==> src/rtl/serial_addsub_if.sv <==
// Handshake and operand bundle for the bit-serial adder/subtractor.
// The driver uses master; the arithmetic unit uses slave.
interface serial_addsub_if #(
    parameter int WIDTH = 8
);
    logic             start;
    logic             sub;
    logic [WIDTH-1:0] op_a;
    logic [WIDTH-1:0] op_b;
    logic             busy;
    logic             done;
    logic [WIDTH-1:0] result;
    logic             cout;
    logic             ovf;

    modport master (
        output start, sub, op_a, op_b,
        input  busy, done, result, cout, ovf
    );

    modport slave (
        input  start, sub, op_a, op_b,
        output busy, done, result, cout, ovf
    );
endinterface

==> src/rtl/serial_addsub.sv <==
// Bit-serial add/subtract: one full-adder cell reused over WIDTH cycles,
// LSB first, with carry-out and signed overflow.
module serial_addsub #(
    parameter int WIDTH = 8
) (
    input  logic                  clk,
    input  logic                  rst_n,
    serial_addsub_if.slave        bus
);
    localparam int CW = $clog2(WIDTH + 1);
    localparam logic [CW-1:0] LAST = CW'(WIDTH - 1);

    typedef enum logic [1:0] {
        IDLE,
        RUN,
        DONE
    } state_e;

    state_e           state_q, state_d;
    logic [WIDTH-1:0] sa_q, sa_d;
    logic [WIDTH-1:0] sb_q, sb_d;
    logic [WIDTH-1:0] acc_q, acc_d;
    logic             carry_q, carry_d;
    logic [CW-1:0]    cnt_q, cnt_d;
    logic [WIDTH-1:0] result_q, result_d;
    logic             cout_q, cout_d;
    logic             ovf_q, ovf_d;
    logic [WIDTH-1:0] opa_q, opa_d;
    logic [WIDTH-1:0] opb_q, opb_d;
    logic             sub_q, sub_d;

    logic s_bit;
    logic c_next;
    logic c_msb;

    always_ff @(posedge clk or negedge rst_n) begin
        if (!rst_n) begin
            state_q  <= IDLE;
            sa_q     <= '0;
            sb_q     <= '0;
            acc_q    <= '0;
            carry_q  <= 1'b0;
            cnt_q    <= '0;
            result_q <= '0;
            cout_q   <= 1'b0;
            ovf_q    <= 1'b0;
            opa_q    <= '0;
            opb_q    <= '0;
            sub_q    <= 1'b0;
        end else begin
            state_q  <= state_d;
            sa_q     <= sa_d;
            sb_q     <= sb_d;
            acc_q    <= acc_d;
            carry_q  <= carry_d;
            cnt_q    <= cnt_d;
            result_q <= result_d;
            cout_q   <= cout_d;
            ovf_q    <= ovf_d;
            opa_q    <= opa_d;
            opb_q    <= opb_d;
            sub_q    <= sub_d;
        end
    end

    always_comb begin
        state_d  = state_q;
        sa_d     = sa_q;
        sb_d     = sb_q;
        acc_d    = acc_q;
        carry_d  = carry_q;
        cnt_d    = cnt_q;
        result_d = result_q;
        cout_d   = cout_q;
        ovf_d    = ovf_q;
        opa_d    = opa_q;
        opb_d    = opb_q;
        sub_d    = sub_q;

        s_bit  = sa_q[0] ^ sb_q[0] ^ carry_q;
        c_next = (sa_q[0] & sb_q[0]) | (sa_q[0] & carry_q) |
                 (sb_q[0] & carry_q);
        // carry into the MSB cell, valid while cnt_q == LAST
        c_msb  = carry_q;

        unique case (state_q)
            IDLE, DONE: begin
                if (bus.start) begin
                    sa_d    = bus.op_a;
                    sb_d    = bus.sub ? ~bus.op_b : bus.op_b;
                    carry_d = bus.sub;
                    acc_d   = '0;
                    cnt_d   = '0;
                    opa_d   = bus.op_a;
                    opb_d   = bus.op_b;
                    sub_d   = bus.sub;
                    state_d = RUN;
                end else begin
                    state_d = IDLE;
                end
            end
            RUN: begin
                sa_d    = sa_q >> 1;
                sb_d    = sb_q >> 1;
                carry_d = c_next;
                acc_d   = {s_bit, acc_q[WIDTH-1:1]};
                cnt_d   = cnt_q + CW'(1);
                if (cnt_q == LAST) begin
                    result_d = {s_bit, acc_q[WIDTH-1:1]};
                    cout_d   = c_next;
                    ovf_d    = c_msb ^ c_next;
                    state_d  = DONE;
                end
            end
            default: state_d = IDLE;
        endcase
    end

    assign bus.busy   = (state_q == RUN);
    assign bus.done   = (state_q == DONE);
    assign bus.result = result_q;
    assign bus.cout   = cout_q;
    assign bus.ovf    = ovf_q;

    logic [WIDTH:0] ref_sum;

    assign ref_sum = {1'b0, opa_q} +
                     (sub_q ? ({1'b0, ~opb_q} + (WIDTH+1)'(1))
                            : {1'b0, opb_q});

    always_comb begin
        assert #0 (!(bus.busy && bus.done))
            else $error("busy and done both high");
        if (bus.done) begin
            assert #0 ({bus.cout, bus.result} == ref_sum)
                else $error("serial result disagrees with parallel sum");
        end
    end
endmodule

==> src/flat_wrapper.sv <==
// flat-port wrapper written by rule: the top's interface ports become plain ports
module serial_addsub_flat 
#(
    parameter int WIDTH = 8
)
  (clk, rst_n, bus_start, bus_sub, bus_op_a, bus_op_b, bus_busy, bus_done, bus_result, bus_cout, bus_ovf);
  serial_addsub_if #(.WIDTH(WIDTH)) bus_i ();
  input  logic clk;
  input  logic rst_n;
  input wire logic [$bits(bus_i.start)-1:0] bus_start;
  input wire logic [$bits(bus_i.sub)-1:0] bus_sub;
  input wire logic [$bits(bus_i.op_a)-1:0] bus_op_a;
  input wire logic [$bits(bus_i.op_b)-1:0] bus_op_b;
  output wire logic [$bits(bus_i.busy)-1:0] bus_busy;
  output wire logic [$bits(bus_i.done)-1:0] bus_done;
  output wire logic [$bits(bus_i.result)-1:0] bus_result;
  output wire logic [$bits(bus_i.cout)-1:0] bus_cout;
  output wire logic [$bits(bus_i.ovf)-1:0] bus_ovf;
  assign bus_i.start = bus_start;
  assign bus_i.sub = bus_sub;
  assign bus_i.op_a = bus_op_a;
  assign bus_i.op_b = bus_op_b;
  assign bus_busy = bus_i.busy;
  assign bus_done = bus_i.done;
  assign bus_result = bus_i.result;
  assign bus_cout = bus_i.cout;
  assign bus_ovf = bus_i.ovf;
  serial_addsub #(.WIDTH(WIDTH)) u_core (.clk(clk), .rst_n(rst_n), .bus(bus_i));
endmodule
==> config.mk <==
export PLATFORM = sky130hd
export DESIGN_NAME = serial_addsub_flat
export DESIGN_NICKNAME = d
export VERILOG_FILES = /design/src/rtl/serial_addsub_if.sv /design/src/rtl/serial_addsub.sv /design/src/flat_wrapper.sv
export SDC_FILE = /design/constraint.sdc
export NUM_CORES = 1
export LEC_CHECK = 0
export CAP_MARGIN = 40
export CORE_MARGIN = 10
export CORE_UTILIZATION = 45
export DETAILED_ROUTE_END_ITERATION = 12
export PLACE_DENSITY_LB_ADDON = 0.2
export SYNTH_ARGS = -nofsm -noshare
export SYNTH_HDL_FRONTEND = slang
export SYNTH_SLANG_ARGS = --single-unit
==> constraint.sdc <==
create_clock -name clk -period 1.8 [get_ports clk]
set_clock_uncertainty 0.05 [all_clocks]
set_input_delay 0.45 -clock clk [delete_from_list [all_inputs] [get_ports clk]]
set_output_delay 0.45 -clock clk [all_outputs]
set_load 0.01 [all_outputs]
==> results of run 1 <==
-- cell families (layout without fill, tap and decap cells) --
group,Yosys count,in the layout,share of synthesized area
adder cells (fa/ha/maj),2,2,0.0191
XOR/XNOR,10,10,0.0515
multiplexers,12,12,0.0780
flip-flops,40,40,0.589
buffers and inverters,9,47,0.0272
AND/OR/NAND/NOR,19,19,0.0581
AO/OA/AOI/OAI,35,35,0.177
-- cell usage in the layout (no fill, tap or decap), types with 2 or more instances in the layout --
cell type,count
a21o_1,8
buf_4,6
buf_12,3
a22o_1,19
xnor2_1,8
nand2_1,3
dlygate4sd2_1,2
nor2b_1,3
clkbuf_8,5
dfrtp_1,40
mux2_2,10
mux2i_1,2
xor2_1,2
nor2_1,8
a221o_1,7
clkdlybuf4s50_1,28
-- routing by layer --
layer	global-route usage	vias up	share of wire
li1	-	534	-
met1	0.134	555	0.46
met2	0.159	28	0.46
met3	0.0437	5	0.063
met4	0.0311	0	0.013
met5	0	-	0
-- what timing repair did --
| item | 4_1_cts | 5_1_grt |
|---|---|---|
| setup endpoints to repair | 2 | 0 |
| gates resized for setup | 2 | 0 |
| setup buffers | 0 | 0 |
-- how the worst max path moves through the flow --
stage	from	cells after the start	slack, ps	endpoint
after global routing	u_core.state_q[1]	5	1	u_core.bus.ovf
after detailed placement	bus_start	5	-90	u_core.acc_q[5]
after global placement	bus_start	5	-40	u_core.acc_q[1]
after CTS	u_core.state_q[1]	2	70	bus_busy
after floorplan	u_core.cnt_q[0]	5	310	u_core.bus.ovf
final	u_core.state_q[1]	2	100	bus_busy
-- through the flow --
| step | setup WS, ps | power, µW |
|---|---|---|
| finish | 95.7 | 3610 |
| global route | 1.35 | 3900 |
| CTS | 66.4 | 3660 |
| detailed placement | -87.9 | 3120 |
| global placement | -42.6 | 3060 |
| floorplan | 307 | 2510 |
-- final cells by class --
class | count | share of cell area
repair buffers | 40 | 0.185
clock buffers | 6 | 0.0330
flip-flops and latches | 40 | 0.455
clock inverters | 1 | 0.00228
well taps | 48 | 0.0273
multi-input cells | 78 | 0.297
-- critical path: stages, from the launching register on --
cell and delay [ps]:
dfrtp_1 370, and2b_1 260, dlygate4sd2_1 290
-- power breakdown --
group | internal (µW) | switching, µW
clock | 263 | 282
combinational | 893 | 626
sequential | 1300 | 249
-- registers in the layout (all words and copies together) (netlist names) --
signal,count
u_core.bus.result,8
u_core.sa_q,8
u_core.sb_q,8
u_core.acc_q,7
u_core.cnt_q,4
u_core.state_q,2
u_core.bus.cout,1
u_core.bus.ovf,1
u_core.c_msb,1
==> results.py, run 1 <==
metrics = {
    "run_status": {
        "outcome": "finished, final reports clean",
    },
    "sta": {
        "holdWs_ps": 75.7,
        "fin_crit_ps": 1700,
        "drv_slew": 0,
        "maxSlewHeadroom": 0.678,
        "setup_violations": 0,
        "fmax_mhz": 587,
        "finalHoldViolCount": 0,
        "period_share": 0.947,
        "tightestPinTransition_ps": 483,
        "rsz0062_at_grt": "no",
        "fin_setup_tns_ps": 0,
    },
    "place": {
        "placed_area_um2": 2120,
        "dp_hpwl_um": 2300,
        "gp_congestion": 0.745,
        "dp_cells": 206,
        "io_buffer_count": 31,
    },
    "drt": {
        "viasPerCell": 5.27,
        "wl_um": 3180,
        "route.vias.total": 1122,
        "drc": 0,
        "drtPass1Iterations": 4,
        "drtIter0Drc": 58,
        "wl_per_cell_um": 14.9,
        "ant_nets": 0,
    },
    "die": {
        "die_area_um2": 6640,
        "coreArea_um2": 3660,
        "io_pins": 32,
        "num_rows": 22,
        "start_util": 0.464,
        "fp.dieH_um": 81.5,
        "die_width_um": 81.5,
    },
    "setup_path": {
        "worstSetupStartpointType": "flop",
        "reg2reg_slack_ps": 130,
        "reg2reg_depth": 5,
        "path_class": "flop to primary output",
        "crit_fanout": 3,
        "cp_data_arrival_time_ps": 1200,
        "worstPathRequired_ps": 1300,
        "end_kind": "primary output",
        "rr_endpoint": "u_core.bus.ovf",
        "reg2reg_from": "u_core.state_q[1]",
    },
    "global_route": {
        "grt_usage": 0.105,
        "grt-ovfl-total": 0,
        "grt_pass1_wl_um": 5450,
        "grt_pass1_vias": 1142,
        "antenna_found_initial": 0,
        "grt_max_degree": 41,
    },
    "worst_hold_path": {
        "hold_path_class": "input port to async pin",
    },
    "final_layout": {
        "drive_gt1_frac": 0.170,
        "multi_input_area_um2": 653,
        "area_delta_synth_final_pct": 29.4,
        "fillers": 308,
        "ff_latch_area_um2": 1000,
        "fin_nets": 187,
        "design_area_um2": 2200,
        "antenna_cells": 0,
        "fin_util": 0.601,
        "final_cells": 213,
    },
    "logic_synthesis": {
        "syn_nets": 149,
        "synth.distinct_cells": 22,
        "yosysSeqAreaShare": 0.589,
        "synth_flop_cell": "dfrtp_1",
        "synth_area_um2": 1700,
        "synth_top_area_cell": "dfrtp_1",
        "syn_inst": 127,
        "async_flop_share": 1.00,
        "synthTopCellsByArea": "dfrtp_1 (59%), a22o_1 (9.8%), mux2_2 (6.6%), a221o_1 (4.1%), xnor2_1 (4.1%)",
        "postSynthAreaPerCell_um2": 13.4,
        "yosys_warnings": 0,
        "ys_ff_latch": 40,
        "synth_top_area_frac": 0.589,
        "synth_edf_count": 0,
        "synth_commonest_cells": "dfrtp_1 (40), a22o_1 (19), mux2_2 (10)",
        "synthMostInstantiatedCell": "dfrtp_1",
    },
    "clocking": {
        "h-tree-depth": 2,
        "ctsHoldBuffers": 0,
        "cts_tree": "done",
        "clkSinkCount": 40,
        "cts_buffers": 5,
        "clock_latency_ps": 280,
        "cts_root_buf": "clkbuf_8",
        "cts_max_path_buffers": 2,
        "clkTransAtPathRegs_ps": 70,
    },
    "pwr": {
        "p_per_area_nw_per_um2": 1640,
        "leakage_uw": 0.00103,
        "vdd.ir_drop.worst_mv": 0.688,
    },
    "flow_run": {
        "maxCapViolations": 0,
    },
}
Note: power is estimated with default switching activity, not from simulation.
==> run 2: changes to the inputs <==
--- a/config.mk
+++ b/config.mk
@@ -8,6 +8,7 @@
 export CAP_MARGIN = 40
 export CORE_MARGIN = 10
 export CORE_UTILIZATION = 45
+export CTS_BUF_LIST = sky130_fd_sc_hd__clkbuf_2 sky130_fd_sc_hd__clkbuf_4 sky130_fd_sc_hd__clkbuf_8
 export DETAILED_ROUTE_END_ITERATION = 12
 export PLACE_DENSITY_LB_ADDON = 0.2
 export SYNTH_ARGS = -nofsm -noshare
==> results.py, run 2 (synthesis gave the netlist of run 1 again) <==
metrics = {
    "pwr": {
        "p_per_area_nw_per_um2": 1650,
        "p_total_uw": 3630,
        "vdd.ir_drop.worst_mv": 0.688,
        "leakage_uw": 0.00104,
    },
    "final_layout": {
        "fin_nets": 187,
        "final_common_cell": "dfrtp_1",
        "fillers": 309,
        "drive_gt1_frac": 0.176,
        "ff_latch_area_um2": 1000,
        "most-common-layout-cells": "dfrtp_1 (40), clkdlybuf4s50_1 (28), a22o_1 (19)",
        "antenna_cells": 0,
        "area_delta_synth_final_pct": 29.6,
        "multi_input_area_um2": 653,
        "fin_util": 0.602,
    },
    "sta": {
        "setup_ws_ps": 89.8,
        "setup_violations": 0,
        "tightestPinTransition_ps": 476,
        "maxSlewHeadroom": 0.682,
        "fmax_mhz": 585,
        "period_share": 0.950,
        "drv_slew": 0,
        "rsz0062_at_grt": "no",
        "fin_crit_ps": 1710,
        "finalHoldViolCount": 0,
    },
    "drt": {
        "drc": 0,
        "wl_per_cell_um": 15.0,
        "viasPerCell": 5.27,
        "drtPass1Iterations": 4,
        "route.vias.total": 1123,
        "ant_nets": 0,
        "wl_um": 3190,
        "drtIter0Drc": 60,
    },
    "run_status": {
        "outcome": "finished, final reports clean",
    },
    "setup_path": {
        "reg2reg_slack_ps": 120,
        "cp_data_arrival_time_ps": 1210,
        "reg2reg_depth": 5,
        "path_class": "flop to primary output",
        "crit_fanout": 3,
        "reg2reg_from": "u_core.state_q[1]",
        "rr_endpoint": "u_core.bus.ovf",
        "end_kind": "primary output",
        "worstSetupStartpointType": "flop",
        "worstPathRequired_ps": 1300,
    },
    "global_route": {
        "antenna_found_initial": 0,
        "grt_usage": 0.105,
        "grt_pass1_vias": 1142,
        "grt_pass1_wl_um": 5450,
        "grt-ovfl-total": 0,
        "grt_max_degree": 41,
    },
    "clocking": {
        "ctsHoldBuffers": 0,
        "cts_tree": "done",
        "clock_latency_ps": 280,
        "h-tree-depth": 2,
        "cts_buffers": 5,
        "clkTransAtPathRegs_ps": 70,
        "clkSinkCount": 40,
        "cts_max_path_buffers": 2,
        "cts_root_buf": "clkbuf_8",
    },
    "place": {
        "io_buffer_count": 31,
        "gp_congestion": 0.745,
        "dp_hpwl_um": 2300,
        "pre_cts_ws_ps": -87.9,
    },
    "die": {
        "die_area_um2": 6640,
        "io_pins": 32,
        "num_rows": 22,
        "start_util": 0.464,
        "coreArea_um2": 3660,
        "die_width_um": 81.5,
        "fp.dieH_um": 81.5,
    },
    "worst_hold_path": {
        "hold_path_class": "input port to async pin",
    },
    "flow_run": {
        "maxCapViolations": 0,
    },
}
[run 2: cell count changes in the layout (fill, tap and decap cells not counted)]
| cell | change |
|---|---|
| clkbuf_1 | -1 |
| clkbuf_4 | +1 |
[run 2: final cells by class]
class / instances / share of cell area
flip-flops and latches: 40 / 0.454
multi-input cells: 78 / 0.296
repair buffers: 40 / 0.185
clock buffers: 6 / 0.0346
well taps: 48 / 0.0273
clock inverters: 1 / 0.00227
[run 2: per-layer routing]
metal / vias to the layer above / GRT usage / wire length, µm
met2: 25 / 0.159 / 1470
met5: - / 0 / 0
met4: 0 / 0.0311 / 35
met3: 5 / 0.0437 / 196
met1: 560 / 0.134 / 1480
li1: 533 / - / -
[run 2: how the worst max path moves through the flow]
stage | start | endpoint | cells past startpoint | slack, ps
2_1_floorplan | u_core.cnt_q[0] | u_core.bus.ovf | 5 | 310
3_3_place_gp | bus_start | u_core.acc_q[1] | 5 | -40
3_5_place_dp | bus_start | u_core.acc_q[5] | 5 | -90
4_1_cts | u_core.state_q[1] | bus_busy | 2 | 70
5_1_grt | u_core.state_q[1] | u_core.bus.ovf | 5 | 2
6_report | u_core.state_q[1] | bus_busy | 2 | 90
[run 2: power breakdown]
part	total (µW)	internal, µW	switching, µW	leakage, µW
Combinational	1520	893	628	0.000482
Clock	563	278	284	0.0000445
Sequential	1550	1300	248	0.000510
Total	3630	2470	1160	0.00104
[run 2: timing repair]
item / 4_1_cts / 5_1_grt
setup endpoints to repair: 2 / 0
setup buffers: 0 / 0
gates resized for setup: 2 / 0
hold endpoints to repair: 0 / 0
[run 2: worst max-delay path, cell delays in order (launching register included)]
cell and delay, ps:
dfrtp_1 380, and2b_1 260, dlygate4sd2_1 290
[run 2: metrics by stage]
stage / hold WS, ps / cells / instance area (µm²) / TNS [ps]
global placement: 384 / 206 / 2120 / -634
floorplan: 104 / 127 / 1700 / 0
CTS: 79.6 / 213 / 2200 / 0
finish: 73.9 / 213 / 2200 / 0
detailed placement: 384 / 206 / 2120 / -1190
global route: 75.6 / 213 / 2200 / 0
==> run 3: changes to the inputs <==
--- a/config.mk
+++ b/config.mk
@@ -6,7 +6,6 @@
 export NUM_CORES = 1
 export LEC_CHECK = 0
 export CAP_MARGIN = 40
-export CORE_MARGIN = 10
 export CORE_UTILIZATION = 45
 export CTS_BUF_LIST = sky130_fd_sc_hd__clkbuf_2 sky130_fd_sc_hd__clkbuf_4 sky130_fd_sc_hd__clkbuf_8
 export DETAILED_ROUTE_END_ITERATION = 12
==> results.py, run 3 (synthesis gave the netlist of run 1 again) <==
metrics = {
    "pwr": {
        "p_per_area_nw_per_um2": 1670,
        "leakage_uw": 0.00103,
        "p_seq_frac": 0.426,
        "p_sw_uw": 1210,
        "power.internal_uw": 2460,
        "p_clk_frac": 0.152,
        "vdd.ir_drop.worst_mv": 0.859,
        "comb_power_share": 0.422,
        "p_sw_frac": 0.330,
    },
    "drt": {
        "wl_um": 3240,
        "route.vias.total": 1163,
        "drtIter0Drc": 33,
        "viasPerCell": 5.51,
        "wl_per_cell_um": 15.4,
        "drtPass1Iterations": 4,
        "drc": 0,
        "ant_nets": 0,
    },
    "setup_path": {
        "cp_top_family": "flip-flops",
        "path_class": "flop to primary output",
        "crit_path_max_incr_delay_ps": 410,
        "crit_chain": "and2b_2 -> clkdlybuf4s15_1",
        "cp_data_arrival_time_ps": 1190,
        "critPathSlowestCell": "dfrtp_1",
        "crit_buf_inv": 1,
        "critPathLaunch": "u_core.state_q[0]",
        "reg2reg_slack_ps": 140,
        "crit_fanout": 4,
        "worstSetupStartpointType": "flop",
        "rr_endpoint": "u_core.bus.result[4]",
        "reg2reg_depth": 5,
        "worstPathRequired_ps": 1300,
        "reg2reg_from": "u_core.state_q[1]",
        "end_kind": "primary output",
        "cp_num_cells": 2,
    },
    "flow_run": {
        "maxCapViolations": 0,
    },
    "sta": {
        "maxSlewHeadroom": 0.684,
        "finalHoldViolCount": 0,
        "rsz0062_at_grt": "no",
        "period_share": 0.940,
        "setup_violations": 0,
        "fin_setup_tns_ps": 0,
        "drv_slew": 0,
        "fmax_mhz": 591,
        "tightestPinTransition_ps": 474,
        "fin_crit_ps": 1690,
    },
    "final_layout": {
        "fin_nets": 187,
        "drive_gt1_frac": 0.182,
        "final_common_cell": "dfrtp_1",
        "fin_util": 0.635,
        "most-common-layout-cells": "dfrtp_1 (40), clkdlybuf4s50_1 (28), a22o_1 (19)",
        "fillers": 291,
        "design_area_um2": 2200,
        "area_delta_synth_final_pct": 29.6,
        "antenna_cells": 0,
    },
    "run_status": {
        "outcome": "finished, final reports clean",
    },
    "clocking": {
        "cts_max_path_buffers": 2,
        "cts_resized": 2,
        "cts_tree": "done",
        "clock_latency_ps": 290,
        "h-tree-depth": 2,
        "cts_root_buf": "clkbuf_8",
        "clkSinkCount": 40,
        "ctsHoldBuffers": 0,
        "clkTransAtPathRegs_ps": 70,
        "cts_buffers": 5,
        "postCtsSetupRepairBufs": 0,
    },
    "global_route": {
        "grt_max_degree": 22,
        "grt_pass1_vias": 1197,
        "antenna_found_initial": 0,
        "grt_pass1_wl_um": 5770,
        "grt_usage": 0.194,
        "grt-ovfl-total": 0,
    },
    "die": {
        "fp.dieH_um": 63.5,
        "num_rows": 21,
        "die_width_um": 63.5,
        "die_area_um2": 4030,
        "coreArea_um2": 3470,
        "io_pins": 32,
        "start_util": 0.490,
    },
    "worst_hold_path": {
        "hold_path_class": "input port to async pin",
    },
    "place": {
        "placed_area_um2": 2120,
        "io_buffer_count": 31,
        "gp_congestion": 0.784,
        "dp_hpwl_um": 2240,
    },
}
==> run 3: changes by cell type in the layout (fill, tap and decap cells not counted), sizes merged <==
cell | previous run | this run
clkbuf | 6 | 5
dlygate4sd2 | 2 | 1
clkdlybuf4s15 | 0 | 1
clkinvlp | 0 | 1
==> run 3: power by group through the flow <==
stage               clock, µW  combinational (µW)  sequential, µW
floorplan                   0                 958            1550
global placement            0                1500            1550
detailed placement          0                1550            1570
CTS                       573                1560            1560
global route              620                1710            1620
finish                    556                1550            1560
==> run 3: worst max-delay path by stage <==
| stage | to | slack [ps] |
|---|---|---|
| after detailed placement | u_core.acc_q[3] | -50 |
| after global placement | u_core.cnt_q[2] | -30 |
| after global routing | u_core.acc_q[3] | 20 |
| final | bus_busy | 110 |
| after CTS | bus_busy | 60 |
| after floorplan | u_core.bus.ovf | 310 |
==> run 3: per-layer routing <==
layer,routed length (µm),global-route usage,vias to the layer above
met2,1590,0.298,30
met5,0,0,-
met1,1450,0.248,592
met3,152,0.0815,7
met4,57,0.0597,0
li1,-,-,534
==> run 3: metrics by stage <==
| stage | power [µW] | instances | hold WS, ps | setup slack (ps) |
|---|---|---|---|---|
| after floorplan | 2510 | 127 | 104 | 307 |
| after global placement | 3060 | 204 | 384 | -31.6 |
| after detailed placement | 3130 | 204 | 383 | -54.7 |
| after CTS | 3700 | 211 | 69.5 | 61.2 |
| after global routing | 3950 | 211 | 90.8 | 15.3 |
| final | 3670 | 211 | 53.6 | 108 |
==> run 3: final cells by class <==
class	instances	area [µm²]	area share
flip-flops and latches	40	1000	0.454
clock buffers	5	68.8	0.0312
clock inverters	2	12.5	0.00568
repair buffers	40	409	0.186
well taps	46	57.6	0.0261
multi-input cells	78	654	0.297
